## src/rtl/mult_share_ctrl.sv

```systemverilog
// mult_share_ctrl: one iterative shift-and-add unsigned multiplier shared
// round-robin between two requesters. The granted requester gets a one-cycle
// ack when its operands are captured, and a one-cycle done when its product
// register p is updated, WIDTH edges after the granting edge.
//
// Handshake (valid/ready style, per requester g):
//   req_g is the valid; a_g/b_g must stay stable while req_g is high.
//   The transfer happens on the rising edge where the controller is IDLE and
//   grants g; ack_g is high for exactly the following cycle. The requester
//   drops req_g after seeing ack_g; a req_g still high when the controller is
//   next IDLE is a fresh request. Requests are not looked at during CALC.
//   done_g is high for exactly one cycle, the first cycle p_g holds the new
//   product; p_g is otherwise held.
module mult_share_ctrl #(
  parameter int WIDTH = 8
) (
  input  logic               clk,
  input  logic               reset,
  input  logic               req0,
  input  logic [WIDTH-1:0]   a0,
  input  logic [WIDTH-1:0]   b0,
  output logic               ack0,
  output logic               done0,
  output logic [2*WIDTH-1:0] p0,
  input  logic               req1,
  input  logic [WIDTH-1:0]   a1,
  input  logic [WIDTH-1:0]   b1,
  output logic               ack1,
  output logic               done1,
  output logic [2*WIDTH-1:0] p1,
  output logic               busy,
  output logic               owner
);

  localparam int CW = $clog2(WIDTH + 1);

  typedef enum logic {IDLE = 1'b0, CALC = 1'b1} state_t;

  state_t             state_q;
  state_t             state_d;
  logic               last_q;
  logic [2*WIDTH-1:0] acc_q;
  logic [2*WIDTH-1:0] mcand_q;
  logic [WIDTH-1:0]   mplier_q;
  logic [CW-1:0]      count_q;

  logic               grant_any;
  logic               grant_idx;
  logic               last_iter;
  logic [2*WIDTH-1:0] sum;

  // Arbitration and iteration helpers: a tie goes to the requester not granted last.
  always_comb begin
    grant_any = req0 | req1;
    grant_idx = (req0 && req1) ? ~last_q : req1;
    last_iter = (count_q == CW'(WIDTH - 1));
    sum       = mplier_q[0] ? (acc_q + mcand_q) : acc_q;
  end

  // State register.
  always_ff @(posedge clk or posedge reset) begin
    if (reset) state_q <= IDLE;
    else       state_q <= state_d;
  end

  // Next-state logic: IDLE -> CALC on any request, CALC -> IDLE after WIDTH iterations.
  always_comb begin
    state_d = state_q;
    case (state_q)
      IDLE:    if (grant_any) state_d = CALC;
      CALC:    if (last_iter) state_d = IDLE;
      default: state_d = IDLE;
    endcase
  end

  // Datapath and registered handshake outputs; ack/done are single-cycle pulses.
  always_ff @(posedge clk or posedge reset) begin
    if (reset) begin
      last_q   <= 1'b1;
      owner    <= 1'b0;
      acc_q    <= '0;
      mcand_q  <= '0;
      mplier_q <= '0;
      count_q  <= '0;
      ack0     <= 1'b0;
      ack1     <= 1'b0;
      done0    <= 1'b0;
      done1    <= 1'b0;
      p0       <= '0;
      p1       <= '0;
    end else begin
      ack0  <= 1'b0;
      ack1  <= 1'b0;
      done0 <= 1'b0;
      done1 <= 1'b0;
      case (state_q)
        IDLE: begin
          if (grant_any) begin
            mcand_q  <= {{WIDTH{1'b0}}, (grant_idx ? a1 : a0)};
            mplier_q <= grant_idx ? b1 : b0;
            acc_q    <= '0;
            count_q  <= '0;
            owner    <= grant_idx;
            last_q   <= grant_idx;
            if (grant_idx) ack1 <= 1'b1;
            else           ack0 <= 1'b1;
          end
        end
        CALC: begin
          acc_q    <= sum;
          mcand_q  <= mcand_q << 1;
          mplier_q <= mplier_q >> 1;
          count_q  <= count_q + 1'b1;
          // The final iteration's add goes straight into the owner's product.
          if (last_iter) begin
            if (owner) begin
              p1    <= sum;
              done1 <= 1'b1;
            end else begin
              p0    <= sum;
              done0 <= 1'b1;
            end
          end
        end
        default: ;
      endcase
    end
  end

  // Outputs decoded from state: busy doubles as the visible FSM state.
  always_comb begin
    busy = (state_q == CALC);
  end

endmodule

```

## config.mk

```make
export PLATFORM = sky130hd
export DESIGN_NAME = mult_share_ctrl
export DESIGN_NICKNAME = d
export VERILOG_FILES = /design/src/rtl/mult_share_ctrl.sv
export SDC_FILE = /design/constraint.sdc
export NUM_CORES = 1
export LEC_CHECK = 0
export CORE_MARGIN = 1
export CORE_UTILIZATION = 48
export CTS_BUF_LIST = sky130_fd_sc_hd__clkbuf_16
export CTS_CLUSTER_SIZE = 8
export DETAILED_ROUTE_END_ITERATION = 6
export PLACE_DENSITY = 0.77
export SLEW_MARGIN = 30
export SYNTH_ARGS = -nofsm -noshare
export SYNTH_HDL_FRONTEND = slang
export SYNTH_SLANG_ARGS = --single-unit
```

## constraint.sdc

```tcl
create_clock -name clk -period 3 [get_ports clk]
set_clock_uncertainty 0.2 [all_clocks]
set_input_delay 0.6 -clock clk [delete_from_list [all_inputs] [get_ports clk]]
set_output_delay 0.6 -clock clk [all_outputs]
set_load 0.05 [all_outputs]
```

After elaboration in Yosys (flattened, before gate mapping)
Cells that the tools add are included.
{"block": "totals", "register_bits": 83, "input_bits": 36, "output_inout_bits": 38, "elab_cells": 52}
{"block": "op_classes", "n_addsub": 2, "n_eq_ne": 2, "n_mux": 27, "bitwise_logic": 4, "reduce_logical": 4}
{"op": "16-bit case mux with 2 select lines", "count": 2}
{"op": "16-bit two-way mux", "count": 3}
{"op": "8-bit two-way mux", "count": 3}
{"op": "16-bit adder", "count": 1}
{"op": "8-bit case mux with 2 select lines", "count": 1}
{"op": "1-bit two-way mux", "count": 15}
{"op": "4-bit case mux with 2 select lines", "count": 1}
{"op": "3-bit AND reduction", "count": 2}
{"op": "4-bit by 1-bit adder with 4-bit output, second input constant", "count": 1}
{"op": "4-bit by 3-bit equality test with 1-bit output, second input constant", "count": 1}
{"op": "4-bit two-way mux", "count": 1}
{"op": "1-bit inverter", "count": 3}
{"op": "2-bit != test, second input constant", "count": 1}
{"op": "1-bit case mux with 2 select lines", "count": 1}
{"op": "2-bit AND reduction", "count": 1}
{"op": "1-bit logical AND", "count": 1}
{"op": "1-bit bitwise OR", "count": 1}

Longest topological paths before layout
{"block": "depth", "depth_word": 5, "depth_mapped": 8, "ltp_nobuf": 8}

Worst setup path before layout
No wires, ideal clock.
{"block": "synth_path", "path_kind": "register -> register", "startpoint": "reg acc_q[0]", "endpoint": "reg p1[10]", "setup_ps": 125, "t_arrival_ps": 2265, "required_time_ps": 2675, "path_slack_ps": 410, "path_stages_with_launch": 9, "n_path_buf": 0, "synth_period_minus_slack_ps": 2590, "path_cell_list": "dfrtp_1 -> ha_1 -> fa_1 -> a211oi_1 -> o21ai_0 -> a21oi_1 -> o211ai_1 -> a31o_2 -> mux2_2"}
{"block": "synth_via", "elab_chain_len": 2}
{"item": "start, declared", "line_no": "42", "rtl": "logic [2*WIDTH-1:0] acc_q;"}
{"item": "start signal, assigned", "line_no": "110", "rtl": "acc_q <= sum;"}
{"item": "16-bit adder", "line_no": "57", "rtl": "sum = mplier_q[0] ? (acc_q + mcand_q) : acc_q;"}
{"item": "16-bit two-way mux", "line_no": "57"}
{"item": "end signal, assigned", "line_no": "117", "rtl": "p1 <= sum;"}
{"item": "end, declared", "line_no": "30", "rtl": "output logic [2*WIDTH-1:0] p1,"}
No other way between the ends.
A chain may end at the register's enable or synchronous reset.

Worst setup path in the final report
{"block": "layout_path", "startpoint": "reg acc_q[0]", "endpoint": "reg p1[8]"}
Same word-level chain as after synthesis.

==> flow_summary.ini <==
[setup_path]
r2r-end = p1[8]
cp_slowest_cell = fa_1
critPathRequiredTime_ps = 3010
worstSetupPathType = reg2reg
path_cells = ha_1 -> fa_1 -> a211oi_1 -> o21ai_1 -> a21o_1 -> and4b_2 -> nor3_1 -> o21ai_0
cp_max_fo = 5
max_stage_delay_ps = 440
cp_data_arrival_time_ps = 2800
ff2ff_setup_slack_ps = 210
end_kind = flop
startpoint_type = flop
r2r_start = acc_q[0]
ff2ff_path_depth = 8

[grt]
antenna_found_initial = 0
grt_util_met2_pct = 35.8
grt_overflow_total = 0
grt_util_met1_pct = 30.0
grt_pass1_wl_um = 15700
use_met3_pct = 5.45
gr-max-usage-layer = met2
grt_pass1_vias = 3343
grt_max_degree = 44
track_usage_pct = 22.6

[flow_run]
max_cap_viol_count = 0

[clock_network]
hold_buffers = 0
cts_tree = done
htree_levels = 3
cts_buffer_depth = 2
cts_inserted_buffers = 9
clock-sinks = 83
cts-root-buf = clkbuf_16
path_clk_slew_ps = 60
clk_latency_ps = 340

[timing]
hold_viol_final = 0
whs_ps = 274
worst_slew_pin_slew_ps = 588
slew_violations = 0
setup_viol = 0
slew_headroom_pct = 60.5
grt_setup_unrepaired = false
fin_tns_setup_ps = 0
fmax_mhz = 358
fin_crit_sh_pct = 93.1
fin_crit_ps = 2790

[synthesis]
ys_warn_count = 0
synth.distinct_cells = 52
ys_ff_latch = 83
synth_edf_count = 0
synth_common_cells = dfrtp_1 (82), o21ai_0 (67), nand2_1 (52)
syn_avg_cell_area_um2 = 10.1
netlist_area_um2 = 4220
synth-async-reset-ratio_pct = 100
synth.area.top_cells = dfrtp_1 (49%), o21ai_0 (8.0%), mux2i_1 (5.9%)
synth_most_common_cell = dfrtp_1
syn_inst = 419
synth_seq_area_share_pct = 49.3
synth_area_leader_cell = dfrtp_1
yosysTopAreaCellShare_pct = 48.7
synthFlopType = dfrtp_1
syn-num-nets = 472

[place]
dp_cells = 583
post-dp-hpwl_um = 6610
routabilityCongestion = 0.861
numPortBuffers = 73

[finish]
multiInputGateArea_um2 = 2020
instances_no_fill = 599
diodes = 0
nets = 542
drive_gt1_share_pct = 9.11
area_delta_synth_final_pct = 27.8
seq_area_um2 = 2080
fill_cells = 687

[routing]
ant_nets = 0
num_vias = 3465
drt_iter0_drc = 203
dr.pass1.iters = 4
drt_wl_total_um = 9120
drc = 0
wire_per_inst_um = 15.2
viasPerCell = 5.78

[floorplan]
ios = 74
die_y_um = 95.7
die_w_um = 95.7
rows = 33
dieArea_um2 = 9160
fp.coreArea_um2 = 8340
start_util_pct = 50.5

[worst_hold_path]
hold_class = reg2reg
holdPathStages = 2
hold_end = p0[15]
hp-start = p0[15]

[outcome]
status = finished clean

[power]
leakage_uw = 0.00237
ir_drop_mv = 0.527
p_per_area_nw_per_um2 = 1090
## how the worst max path moves through the flow
stage	start	to	cells after the start
detailed placement	acc_q[0]	p1[8]	8
CTS	acc_q[0]	p1[8]	8
floorplan	reset	acc_q[0]	1
global placement	acc_q[0]	p0[10]	8
finish	acc_q[0]	p1[8]	8
global route	acc_q[0]	p0[8]	8
## per-layer routing
| layer | vias up | share of wire (%) | wire [um] |
|---|---|---|---|
| li1 | 1664 | - | - |
| met1 | 1683 | 47 | 4330 |
| met2 | 104 | 46 | 4220 |
| met3 | 14 | 4.8 | 435 |
| met4 | 0 | 1.5 | 141 |
| met5 | - | 0 | 0 |
## state kept, by name, indices dropped and copies added (netlist names), 4 cells and up
signal    count
acc_q        16
p0           16
mcand_q      16
p1           16
mplier_q      8
count_q       4
## repair_timing
item                       in CTS  in global routing
setup endpoints to repair       0                  3
gates resized for setup         0                  1
setup buffers                   0                  0
hold endpoints to repair        0                  0
## worst max-delay path: cells and delay by family, from the launching register on
kind / cells / cell delay, ps
and+or+nand+nor: 2 / 510
AOI/OAI and AO/OA: 4 / 860
adders and majority gates: 2 / 700
DFF: 1 / 400
## final cells by class
| class | count | share of cell area [%] |
|---|---|---|
| clock buffers | 9 | 4.18 |
| inverters | 6 | 0.441 |
| multi-input cells | 305 | 37.4 |
| repair buffers | 84 | 15.3 |
| well taps | 105 | 2.44 |
| clock inverters | 7 | 1.60 |
| flip-flops and latches | 83 | 38.6 |
## metrics by stage
stage                     power [uW]  utilization, %  setup slack, ps  instance area, um^2
after floorplan                 3900               -             64.9                 4220
after global placement          4650            60.8              229                 5070
after detailed placement        4740            60.8              140                 5070
after CTS                       5900            64.6              117                 5380
after global routing            6250            64.6             47.9                 5390
final                           5870            64.6              207                 5390
## report_power, final
group          switching (uW)  total (uW)  internal [uW]
clock network             427        1150            719
registers                 356        1910           1560
logic                    1740        2810           1070
## kinds of logic (layout without fill, tap and decap cells)
kind of cell | Yosys count | after routing | share of synthesized area, %
AOI/OAI and AO/OA | 143 | 143 | 21.2
and+or+nand+nor | 108 | 108 | 12.5
buffers and inverters | 31 | 106 | 3.09
xor gates and xnor gates | 8 | 8 | 1.66
DFF | 83 | 83 | 49.3
muxes | 29 | 29 | 7.00
adders and majority gates | 17 | 17 | 5.22
## layout by cell type, fill, tap and decap left out, types with 2 or more instances in the layout
cell / instances
a211oi_1: 4
a211oi_2: 2
a21o_1: 7
a21oi_1: 14
a22o_1: 11
a22oi_1: 15
a31o_2: 2
a31oi_1: 4
and2_1: 2
buf_4: 11
bufinv_16: 2
clkbuf_16: 9
clkdlybuf4s50_1: 72
clkinv_1: 2
clkinvlp_4: 2
dfrtp_1: 81
ha_1: 16
inv_1: 6
mux2_2: 4
mux2i_1: 25
nand2_1: 52
nand2b_1: 5
nand3_1: 8
nand3b_1: 4
nand4_1: 3
nor2_1: 18
nor3_1: 3
nor3_2: 2
nor3b_1: 2
o211ai_1: 3
o21a_1: 3
o21ai_0: 65
o21ai_1: 3
o21bai_1: 2
o31ai_1: 3
xnor2_1: 8
Note: power is estimated with default switching activity, not from simulation.
